==> config.mk <==
export PLATFORM = sky130hd
export DESIGN_NAME = spi_sched_flat
export DESIGN_NICKNAME = d
export VERILOG_FILES = /design/src/rtl/spi_sched_pkg.sv /design/src/rtl/spi_sched_if.sv /design/src/rtl/spi_sched_rr_pick.sv /design/src/rtl/spi_sched.sv /design/src/flat_wrapper.sv
export SDC_FILE = /design/constraint.sdc
export NUM_CORES = 1
export LEC_CHECK = 0
export BUFFER_PORTS_ARGS = -buffer_cell sky130_fd_sc_hd__buf_2
export CAP_MARGIN = 20
export CELL_PAD_IN_SITES_DETAIL_PLACEMENT = 1
export CELL_PAD_IN_SITES_GLOBAL_PLACEMENT = 1
export CORE_MARGIN = 2
export CORE_UTILIZATION = 43
export DETAILED_ROUTE_END_ITERATION = 7
export GPL_TIMING_DRIVEN = 0
export HOLD_SLACK_MARGIN = 0.15
export PLACE_DENSITY = 0.86
export SYNTH_ARGS = -nofsm -noshare
export SYNTH_HDL_FRONTEND = slang
export SYNTH_SLANG_ARGS = --single-unit
export TNS_END_PERCENT = 1
==> constraint.sdc <==
create_clock -name clk_in -period 10.6 [get_ports clk_in]
set_input_delay 0.53 -clock clk_in [delete_from_list [all_inputs] [get_ports clk_in]]
set_output_delay 0.53 -clock clk_in [all_outputs]
set_load 0.005 [all_outputs]
==> src/rtl/spi_sched_pkg.sv <==
// Shared types and constants for the SPI transfer scheduler (CPU transfers + periodic driver polls).
package spi_sched_pkg;

  typedef enum logic [1:0] {
    StIdle,
    StStart,
    StWaitBusy,
    StWaitDone
  } state_e;

  // Read/write flag of a datagram; 0 selects a register read.
  localparam int unsigned READ_BIT = 39;

  localparam logic [7:0] DEFAULT_POLL_ADDR = 8'h00;

  localparam logic [15:0] TIMEOUT_MAX = 16'hFFFF;

endpackage

==> src/rtl/spi_sched_if.sv <==
// Scheduler <-> SPI master bus: the scheduler drives a datagram and chip select, the master
// answers with ready/data.
interface spi_sched_if #(
  parameter int unsigned SIZE = 40
);
  logic [SIZE-1:0] spi_data_out;
  logic            spi_send_en_out;
  logic [3:0]      spi_cs_out;
  logic [SIZE-1:0] spi_data_in;
  logic            spi_ready_in;

  modport master (
    output spi_data_out,
    output spi_send_en_out,
    output spi_cs_out,
    input  spi_data_in,
    input  spi_ready_in
  );

  modport slave (
    input  spi_data_out,
    input  spi_send_en_out,
    input  spi_cs_out,
    output spi_data_in,
    output spi_ready_in
  );
endinterface

==> src/rtl/spi_sched_rr_pick.sv <==
// Round-robin picker: next set bit of the mask strictly after the last index, wrapping.
module rr_pick #(
  parameter int unsigned CS_COUNT = 12
) (
  input  logic [CS_COUNT-1:0] mask_i,
  input  logic [3:0]          last_i,
  output logic [3:0]          next_o,
  output logic                valid_o
);

  int unsigned cand;

  always_comb begin
    next_o  = '0;
    valid_o = 1'b0;
    cand    = 0;
    for (int unsigned i = 1; i <= CS_COUNT; i++) begin
      cand = (32'(last_i) + i) % CS_COUNT;
      if (!valid_o && mask_i[cand]) begin
        valid_o = 1'b1;
        next_o  = 4'(cand);
      end
    end
  end

endmodule

==> src/rtl/spi_sched.sv <==
// SPI scheduler: arbitrates CPU transfers against two-phase round-robin driver polls.
// Optional SPI_SCHED_TIMEOUT_EN adds a WAIT_BUSY/WAIT_DONE watchdog with a sticky error flag.
module spi_sched
  import spi_sched_pkg::*;
#(
  parameter int unsigned SIZE     = 40,
  parameter int unsigned CS_COUNT = 12,
  parameter int unsigned PERIOD_W = 24
) (
  input  logic                clk_in,
  input  logic                reset_n_in,
  input  logic                cpu_req_in,
  input  logic [SIZE-1:0]     cpu_data_in,
  input  logic [3:0]          cpu_cs_in,
  output logic                cpu_ack_out,
  output logic [SIZE-1:0]     cpu_data_out,
  input  logic                poll_en_in,
  input  logic [CS_COUNT-1:0] poll_mask_in,
  input  logic [7:0]          poll_addr_in,
  input  logic [PERIOD_W-1:0] poll_period_in,
  output logic                stat_we_out,
  output logic [3:0]          stat_idx_out,
  output logic [31:0]         stat_data_out,
  spi_sched_if.master         spi,
  output logic                err_timeout_out
);

  state_e              state_q;
  logic                cpu_req_q;
  logic                cpu_hold_q;
  logic                src_cpu_q;
  logic                phase2_q;
  logic [3:0]          last_q;
  logic [PERIOD_W-1:0] timer_q;

  logic            cpu_pending;
  logic            cpu_cs_ok;
  logic            poll_due;
  logic [3:0]      pick_idx;
  logic            pick_valid;
  logic [SIZE-1:0] poll_word;

`ifdef SPI_SCHED_TIMEOUT_EN
  logic [15:0] to_cnt_q;
`else
  assign err_timeout_out = 1'b0;
`endif

  rr_pick #(
    .CS_COUNT(CS_COUNT)
  ) u_rr_pick (
    .mask_i (poll_mask_in),
    .last_i (last_q),
    .next_o (pick_idx),
    .valid_o(pick_valid)
  );

  // Hold blocks a re-grant while the registered request still shows the acked transfer.
  assign cpu_pending = cpu_req_q & ~cpu_hold_q;
  assign cpu_cs_ok   = 32'(cpu_cs_in) < CS_COUNT;
  assign poll_due    = poll_en_in & (timer_q == '0) & pick_valid;

  always_comb begin
    poll_word                = '0;
    poll_word[SIZE-1 -: 8]   = poll_addr_in;
    poll_word[READ_BIT]      = 1'b0;
  end

  always_ff @(posedge clk_in or negedge reset_n_in) begin
    if (!reset_n_in) begin
      state_q             <= StIdle;
      cpu_req_q           <= 1'b0;
      cpu_hold_q          <= 1'b0;
      src_cpu_q           <= 1'b0;
      phase2_q            <= 1'b0;
      last_q              <= 4'(CS_COUNT - 1);
      timer_q             <= '0;
      cpu_ack_out         <= 1'b0;
      cpu_data_out        <= '0;
      stat_we_out         <= 1'b0;
      stat_idx_out        <= '0;
      stat_data_out       <= '0;
      spi.spi_data_out    <= '0;
      spi.spi_send_en_out <= 1'b0;
      spi.spi_cs_out      <= '0;
`ifdef SPI_SCHED_TIMEOUT_EN
      to_cnt_q            <= '0;
      err_timeout_out     <= 1'b0;
`endif
    end else begin
      cpu_ack_out <= 1'b0;
      stat_we_out <= 1'b0;
      cpu_req_q   <= cpu_req_in;
      if (!cpu_req_q) cpu_hold_q <= 1'b0;
      if (timer_q != '0) timer_q <= timer_q - 1'b1;

      unique case (state_q)
        StIdle: begin
          if (cpu_pending && !cpu_cs_ok) begin
            cpu_ack_out  <= 1'b1;
            cpu_data_out <= '0;
            cpu_hold_q   <= 1'b1;
          end else if (spi.spi_ready_in && cpu_pending) begin
            src_cpu_q           <= 1'b1;
            phase2_q            <= 1'b0;
            spi.spi_data_out    <= cpu_data_in;
            spi.spi_cs_out      <= cpu_cs_in;
            spi.spi_send_en_out <= 1'b1;
            state_q             <= StStart;
          end else if (spi.spi_ready_in && poll_due) begin
            src_cpu_q           <= 1'b0;
            phase2_q            <= 1'b0;
            last_q              <= pick_idx;
            spi.spi_data_out    <= poll_word;
            spi.spi_cs_out      <= pick_idx;
            spi.spi_send_en_out <= 1'b1;
            state_q             <= StStart;
          end
        end
        StStart: state_q <= StWaitBusy;
        StWaitBusy: begin
          if (!spi.spi_ready_in) begin
            spi.spi_send_en_out <= 1'b0;
            state_q             <= StWaitDone;
          end
        end
        StWaitDone: begin
          if (spi.spi_ready_in) begin
            if (src_cpu_q) begin
              cpu_ack_out  <= 1'b1;
              cpu_data_out <= spi.spi_data_in;
              cpu_hold_q   <= 1'b1;
              state_q      <= StIdle;
            end else if (!phase2_q) begin
              // Second poll phase reuses the latched datagram and index.
              phase2_q            <= 1'b1;
              spi.spi_send_en_out <= 1'b1;
              state_q             <= StStart;
            end else begin
              stat_we_out   <= 1'b1;
              stat_idx_out  <= spi.spi_cs_out;
              stat_data_out <= spi.spi_data_in[31:0];
              timer_q       <= poll_period_in;
              state_q       <= StIdle;
            end
          end
        end
        default: state_q <= StIdle;
      endcase

`ifdef SPI_SCHED_TIMEOUT_EN
      if (state_q == StWaitBusy || state_q == StWaitDone) begin
        if (to_cnt_q == TIMEOUT_MAX) begin
          to_cnt_q            <= '0;
          err_timeout_out     <= 1'b1;
          spi.spi_send_en_out <= 1'b0;
          stat_we_out         <= 1'b0;
          phase2_q            <= 1'b0;
          state_q             <= StIdle;
          if (src_cpu_q) begin
            cpu_ack_out  <= 1'b1;
            cpu_data_out <= '0;
            cpu_hold_q   <= 1'b1;
          end else begin
            timer_q <= poll_period_in;
          end
        end else begin
          to_cnt_q <= to_cnt_q + 16'd1;
        end
      end else begin
        to_cnt_q <= '0;
      end
`endif
    end
  end

endmodule

==> src/flat_wrapper.sv <==
// flat-port wrapper written by rule: the top's interface ports become plain ports
module spi_sched_flat import spi_sched_pkg::*;
#(
  parameter int unsigned SIZE     = 40,
  parameter int unsigned CS_COUNT = 12,
  parameter int unsigned PERIOD_W = 24
)
  (clk_in, reset_n_in, cpu_req_in, cpu_data_in, cpu_cs_in, cpu_ack_out, cpu_data_out, poll_en_in, poll_mask_in, poll_addr_in, poll_period_in, stat_we_out, stat_idx_out, stat_data_out, err_timeout_out, spi_spi_data_out, spi_spi_send_en_out, spi_spi_cs_out, spi_spi_data_in, spi_spi_ready_in);
  spi_sched_if #(.SIZE(SIZE)) spi_i ();
  input  logic clk_in;
  input  logic reset_n_in;
  input  logic cpu_req_in;
  input  logic [SIZE-1:0] cpu_data_in;
  input  logic [3:0] cpu_cs_in;
  output logic cpu_ack_out;
  output logic [SIZE-1:0] cpu_data_out;
  input  logic poll_en_in;
  input  logic [CS_COUNT-1:0] poll_mask_in;
  input  logic [7:0] poll_addr_in;
  input  logic [PERIOD_W-1:0] poll_period_in;
  output logic stat_we_out;
  output logic [3:0] stat_idx_out;
  output logic [31:0] stat_data_out;
  output logic err_timeout_out;
  output wire logic [$bits(spi_i.spi_data_out)-1:0] spi_spi_data_out;
  output wire logic [$bits(spi_i.spi_send_en_out)-1:0] spi_spi_send_en_out;
  output wire logic [$bits(spi_i.spi_cs_out)-1:0] spi_spi_cs_out;
  input wire logic [$bits(spi_i.spi_data_in)-1:0] spi_spi_data_in;
  input wire logic [$bits(spi_i.spi_ready_in)-1:0] spi_spi_ready_in;
  assign spi_spi_data_out = spi_i.spi_data_out;
  assign spi_spi_send_en_out = spi_i.spi_send_en_out;
  assign spi_spi_cs_out = spi_i.spi_cs_out;
  assign spi_i.spi_data_in = spi_spi_data_in;
  assign spi_i.spi_ready_in = spi_spi_ready_in;
  spi_sched #(.SIZE(SIZE), .CS_COUNT(CS_COUNT), .PERIOD_W(PERIOD_W)) u_core (.clk_in(clk_in), .reset_n_in(reset_n_in), .cpu_req_in(cpu_req_in), .cpu_data_in(cpu_data_in), .cpu_cs_in(cpu_cs_in), .cpu_ack_out(cpu_ack_out), .cpu_data_out(cpu_data_out), .poll_en_in(poll_en_in), .poll_mask_in(poll_mask_in), .poll_addr_in(poll_addr_in), .poll_period_in(poll_period_in), .stat_we_out(stat_we_out), .stat_idx_out(stat_idx_out), .stat_data_out(stat_data_out), .spi(spi_i), .err_timeout_out(err_timeout_out));
endmodule
# == After elaboration in Yosys (flattened, before gate mapping) ==
# Cells that the tools add are included.
# classes
muxes,97
magnitude_cmp,13
n_addsub,13
eq_ne,11
reduce_logical,39
bitwise,7
div,12
# ops
op,n
"less-than comparator 32 x 5 -> 1 bit, second input constant",12
"remainder unit 32 x 4 -> 32 bit, second input constant",12
2-to-1 mux 40 bit,5
2-to-1 mux 24 bit,5
one-hot mux 40 bit (2 select lines),1
2-to-1 mux 4 bit,14
2-to-1 mux 1 bit,49
binary-select mux 1 bit (select 4 bit),12
"adder 4 x 4 -> 5 bit, second input constant",5
logical NOT 24 bit,1
nonzero test 24 bit,1
"subtractor 24 x 1 -> 24 bit, second input constant",1
"adder 4 x 3 -> 5 bit, second input constant",4
AND reduction 4 bit,4
logical AND 1 bit,14
logical NOT 1 bit,12
2-to-1 mux 2 bit,6
"adder 4 x 2 -> 5 bit, second input constant",2
"inequality test 2 bit, second input constant",5
one-hot mux 2 bit (4 select lines),1
AND reduction 7 bit,1
one-hot mux 1 bit (2 select lines),3
"adder 4 x 1 -> 5 bit, second input constant",1
AND reduction 5 bit,1
12 further kinds,20
# totals
out_inout_bits,124
regBits,157
elab_cells,207

# == Logic depth before layout (Yosys ltp) ==
# logic_depth
ltp_word,44
mapped_depth,21
mapped_depth_nobuf,18

# == By module ==
# From an unflattened synthesis, not the netlist that was laid out.
# unflattened
hier_cells,976
hier_area_um2,9590.4
# modules_own_cells
mod,n_inst,cells_each,area_per_inst_um2
spi_sched,1,586,6531.3
rr_pick,1,390,3059.2

# == Worst setup path before layout ==
# Ideal clock, no wire load.
# synth_path
kind,register to register
start,register u_core.last_q[0]
end,register u_core.last_q[3]
arrival_time_ns,4.833
n_path_buf,4
t_required_ns,10.528
path_slack_ns,5.695
period_less_slack_ns,4.905
setup_time_ns,0.072
path_stages_with_launch,20
cell_sequence,dfstp_2 -> buf_6 -> buf_12 -> buf_4 -> inv_1 -> ha_1 -> xor2_2 -> inv_1 -> ha_1 -> or4b_4 -> o221ai_4 -> mux2i_1 -> o21ba_1 -> or4_4 -> buf_6 -> or3b_4 -> o22ai_2 -> a311oi_1 -> a2111o_1 -> o21ai_1
# synth_between
elab_chain_cells,41
# synth_lines
item,line,rtl
start: declaration,spi_sched.sv:33,logic [3:0] last_q;
start signal: assignment,spi_sched.sv:76,last_q <= 4'(CS_COUNT - 1);
start signal: assignment,spi_sched.sv:113,last_q <= pick_idx;
adder 4 x 1 -> 5 bit,spi_sched_rr_pick.sv:18,cand = (32'(last_i) + i) % CS_COUNT;
remainder unit 32 x 4 -> 32 bit,spi_sched_rr_pick.sv:18,
binary-select mux 1 bit (select 4 bit),spi_sched_rr_pick.sv:19,if (!valid_o && mask_i[cand]) begin
2-to-1 mux 1 bit (implied by the code),spi_sched_rr_pick.sv:19,
2-to-1 mux 1 bit,spi_sched_rr_pick.sv:19,
logical NOT 1 bit,spi_sched_rr_pick.sv:19,
logical AND 1 bit,spi_sched_rr_pick.sv:19,
2-to-1 mux 1 bit,spi_sched_rr_pick.sv:19,
(+25 left out),n/a,
logical AND 1 bit,spi_sched_rr_pick.sv:19,
2-to-1 mux 1 bit,spi_sched_rr_pick.sv:19,
logical NOT 1 bit,spi_sched_rr_pick.sv:19,
logical AND 1 bit,spi_sched_rr_pick.sv:19,
2-to-1 mux 1 bit,spi_sched_rr_pick.sv:19,
AND 1 bit,spi_sched.sv:61,assign poll_due = poll_en_in & (timer_q == '0) & pick_valid;
logical AND 1 bit,spi_sched.sv:110,end else if (spi.spi_ready_in && poll_due) begin
AND reduction 4 bit (no line),n/a,
# Parallel ways exist; a longest one is shown, timed or not. The select of a mux whose other input is x is not followed.
# A chain may end at the register's enable or synchronous reset.

# == Final worst setup path ==
# layout_path
start,register u_core.last_q[1]
end,register u_core.spi.spi_cs_out[1]
# layout_between
elab_chain_cells,42
# layout_lines
item,line,rtl
adder 4 x 1 -> 5 bit,spi_sched_rr_pick.sv:18,
remainder unit 32 x 4 -> 32 bit,spi_sched_rr_pick.sv:18,
binary-select mux 1 bit (select 4 bit),spi_sched_rr_pick.sv:19,
2-to-1 mux 1 bit (implied by the code),spi_sched_rr_pick.sv:19,
2-to-1 mux 1 bit,spi_sched_rr_pick.sv:19,
logical NOT 1 bit,spi_sched_rr_pick.sv:19,
logical AND 1 bit,spi_sched_rr_pick.sv:19,
2-to-1 mux 1 bit,spi_sched_rr_pick.sv:19,
(+26 left out),n/a,
2-to-1 mux 1 bit,spi_sched_rr_pick.sv:19,
logical NOT 1 bit,spi_sched_rr_pick.sv:19,
logical AND 1 bit,spi_sched_rr_pick.sv:19,
2-to-1 mux 1 bit,spi_sched_rr_pick.sv:19,
AND 1 bit,spi_sched.sv:61,
logical AND 1 bit,spi_sched.sv:110,
nonzero test 2 bit (no line),n/a,
AND reduction 3 bit (no line),n/a,
end signal: assignment,spi_sched.sv:107,spi.spi_cs_out <= cpu_cs_in;
end signal: assignment,spi_sched.sv:115,spi.spi_cs_out <= pick_idx;
end: declaration,spi_sched_if.sv:15,"output spi_cs_out,"
# Parallel ways exist; a longest one is shown, timed or not. The select of a mux whose other input is x is not followed.

==> flow_summary.ini <==
[critical_path]
crit_start = u_core.last_q[1]
r2r-start = u_core.last_q[1]
cp_max_fo = 10
worst-setup-path-type = flop to flop
worst-r2r-cell-count = 20
worstPathRequired_ns = 10.89
critPathArrivalTime_ns = 6.46
crit_path_end_kind = flop
cp-start-kind = flop

[timing]
hold_viol = 0
worst_hold_slack_ns = 0.2216
fmax_mhz = 162.1
tns_ns = 0
setup-violations-final = 0
skew_ns = 0.01227
rsz0062_at_grt = no
fin_crit_sh = 0.5819
relSlewSlack = 0.3322
worst_slew_pin_slew_ns = 0.9927
fin_crit_ns = 6.168
drv_slew = 0

[layout]
final_cell_area_um2 = 11410
mostFrequentLayoutCell = buf_2
drive_above_1_share = 0.2822
final_cell_mix = 259 x buf_2, 181 x nand2_1, 154 x dfrtp_1, 75 x a22o_1, 56 x o21ai_0
area_growth_pct = 25.21
final_nets = 1382

[drt]
drtIter0Drc = 465
drt_first_pass_iters = 5
vias = 8630
wl_per_cell_um = 20.97
drc_errors = 0
drt-vias-per-instance = 5.734
ant_nets = 0
wl_um = 31560

[logic_synthesis]
synth_mux_area_frac = 0.05424
synth_compound_area_frac = 0.2156
ys.flop_type = dfrtp_1
yosysUniqueCellTypes = 89
ys_ff_latch = 157
syn_area_um2 = 9111
synth-simple-area-share = 0.1756
avgSynthCellArea_um2 = 9.703
synth_top_family_by_area = compound AO/OA/AOI/OAI gates
synth_seq_area_share = 0.4316
synthArstFlopShare = 1.000
synth_nets = 1108
yosys.area_share.xor_xnor = 0.03488
synth-edff-count = 0
synthCells = 939
synth_fa_ha_area_frac = 0.04944
yosysWarnings = 0

[place]
place_area_um2 = 10760
gp_congestion = 0.9245
place_hpwl_um = 24200
port_buffers = 253

[pwr]
ir_worst_vdd_uv = 172.4
leakagePower_nw = 5.662
p_per_area_nw_per_um2 = 369.6
p_total_mw = 4.217

[clocking]
cts_inserted_buffers = 17
path_clk_slew_ns = 0.07
cts-root-buf = clkbuf_16
h-tree-depth = 4
ctsLongestPathBuffers = 2
cts_tree = yes
clock-sinks = 157
post-cts-setup-buffer-count = 0
insertion_delay_ns = 0.43

[status]
status = completed

[floorplan]
die_h_um = 149.6
pin_count = 257
dieArea_um2 = 22370
start_util = 0.4362
fp-row-count = 53
core_um2 = 20890
fp.dieW_um = 149.6

[grt]
antenna_found_initial = 5
grt_start_max_net_pins = 94
grt_pass1_vias = 9079
grt_pass1_wl_um = 49640
grt_util_all_layers = 0.2864
grt_overflow = 0

[worst_hold_path]
hold_depth = 1
worstHoldPathType = input port to flop
min-delay-start = cpu_req_in

[flow_run]
drv_cap = 0
power breakdown:
group / total, mW / switching [mW] / internal, mW
clock: 0.657 / 0.287 / 0.369
combinational: 2.55 / 1.52 / 1.04
sequential: 1.01 / 0.175 / 0.832
total: 4.22 / 1.98 / 2.24
through the flow:
stage,utilization,setup slack [ns],instances
finish,0.5462,4.432,1505
global route,0.5458,3.928,1502
CTS,0.5457,4.526,1501
detailed placement,0.5149,4.532,1468
global placement,0.5133,4.659,1467
floorplan,-,5.695,939
final timing paths:
path	endpoint	slack (ns)
hold reg to reg	u_core.stat_data_out[4]	0.47
setup / recovery	u_core.spi.spi_cs_out[1]	4.43
setup reg to reg	u_core.spi.spi_cs_out[1]	4.43
hold / removal	u_core.cpu_req_q	0.22
min in group asynchronous	u_core.timer_q[14]	0.64
max in group asynchronous	u_core.cpu_data_out[1]	9.06
state kept, by name (all words and copies together), names as in the netlist:
name	cells
u_core.last_q	4
u_core.spi.spi_cs_out	4
u_core.cpu_data_out	40
u_core.cpu_hold_q	1
u_core.cpu_req_q	1
u_core.cpu_ack_out	1
u_core.state_q	2
u_core.stat_we_out	1
u_core.spi.spi_send_en_out	1
u_core.src_cpu_q	1
u_core.stat_data_out	32
u_core.phase2_q	1
u_core.spi.spi_data_out	40
u_core.timer_q	24
u_core.stat_idx_out	4
worst max-delay path, cell delays in order, from the launching register on:
cell and delay, ns:
dfstp_2 0.63, clkbuf_1 0.37, inv_1 0.30, ha_1 0.27, a21boi_0 0.78, xnor2_1 0.24
inv_1 0.10, nor2_1 0.05, ha_1 0.22, nor4bb_1 0.38, mux2i_1 0.22, nand2_1 0.16
xnor2_1 0.10, o31ai_1 0.55, nor2_1 0.17, nand3_1 0.14, nor3b_1 0.50, o21ai_2 0.25
clkbuf_1 0.30, a21oi_1 0.20, o31ai_1 0.09
Yosys cell counts (5+ instances only):
| cell type | count | share of area |
|---|---|---|
| nand2_1 | 181 | 0.075 |
| dfrtp_1 | 154 | 0.42 |
| a22o_1 | 75 | 0.072 |
| o21ai_0 | 56 | 0.031 |
| ha_1 | 36 | 0.049 |
| clkbuf_1 | 35 | 0.014 |
| nor2_1 | 34 | 0.014 |
| a21oi_1 | 27 | 0.015 |
| inv_1 | 26 | 0.011 |
| xnor2_1 | 23 | 0.022 |
| mux2i_1 | 22 | 0.024 |
| nand3_1 | 18 | 0.0099 |
| nor3_1 | 15 | 0.0082 |
| nor4_1 | 14 | 0.0096 |
| a211oi_1 | 12 | 0.0099 |
| nor2b_1 | 11 | 0.0076 |
| a31oi_1 | 9 | 0.0062 |
| mux2_2 | 8 | 0.0099 |
| nand4_1 | 8 | 0.0055 |
| buf_2 | 7 | 0.0038 |
| mux4_2 | 7 | 0.017 |
| nor3b_1 | 7 | 0.0058 |
| a211o_1 | 6 | 0.0058 |
| a21o_1 | 6 | 0.0049 |
| and2_1 | 6 | 0.0041 |
| nand2b_1 | 6 | 0.0041 |
| o32a_1 | 6 | 0.0066 |
| or3_1 | 6 | 0.0041 |
| and3_1 | 5 | 0.0034 |
| o21a_1 | 5 | 0.0041 |
cell families after synthesis:
group                      after synthesis
other                                    1
muxes                                   38
AOI/OAI and AO/OA                      261
xor gates and xnor gates                32
adders and majority gates               36
DFF                                    157
buffers and inverters                   80
and+or+nand+nor                        334
routing by layer:
metal | GRT usage | share of wire | up-vias
li1 | - | - | 3985
met1 | 0.3492 | 0.41 | 4273
met2 | 0.4963 | 0.50 | 297
met3 | 0.06890 | 0.057 | 69
met4 | 0.09762 | 0.034 | 6
met5 | 0 | 0.0012 | -
layout make-up:
| cell class | count | area (um2) |
|---|---|---|
| inverter | 31 | 116.4 |
| clock inverter | 14 | 193.9 |
| antenna | 4 | 10.01 |
| tap | 275 | 344.1 |
| fill | 2509 | 9480 |
| clock buffer | 18 | 439.2 |
| sequential | 157 | 3933 |
| multi-input combinational | 702 | 4831 |
| buffer | 49 | 231.5 |
| timing repair buffer | 255 | 1310 |
what timing repair did:
item                                    CTS  global route
hold buffers                              1             0
endpoints found under the hold margin    61             0
resized for setup                         0             0
endpoints found under the setup margin    0             0
Power figures use the tool's default switching activity.
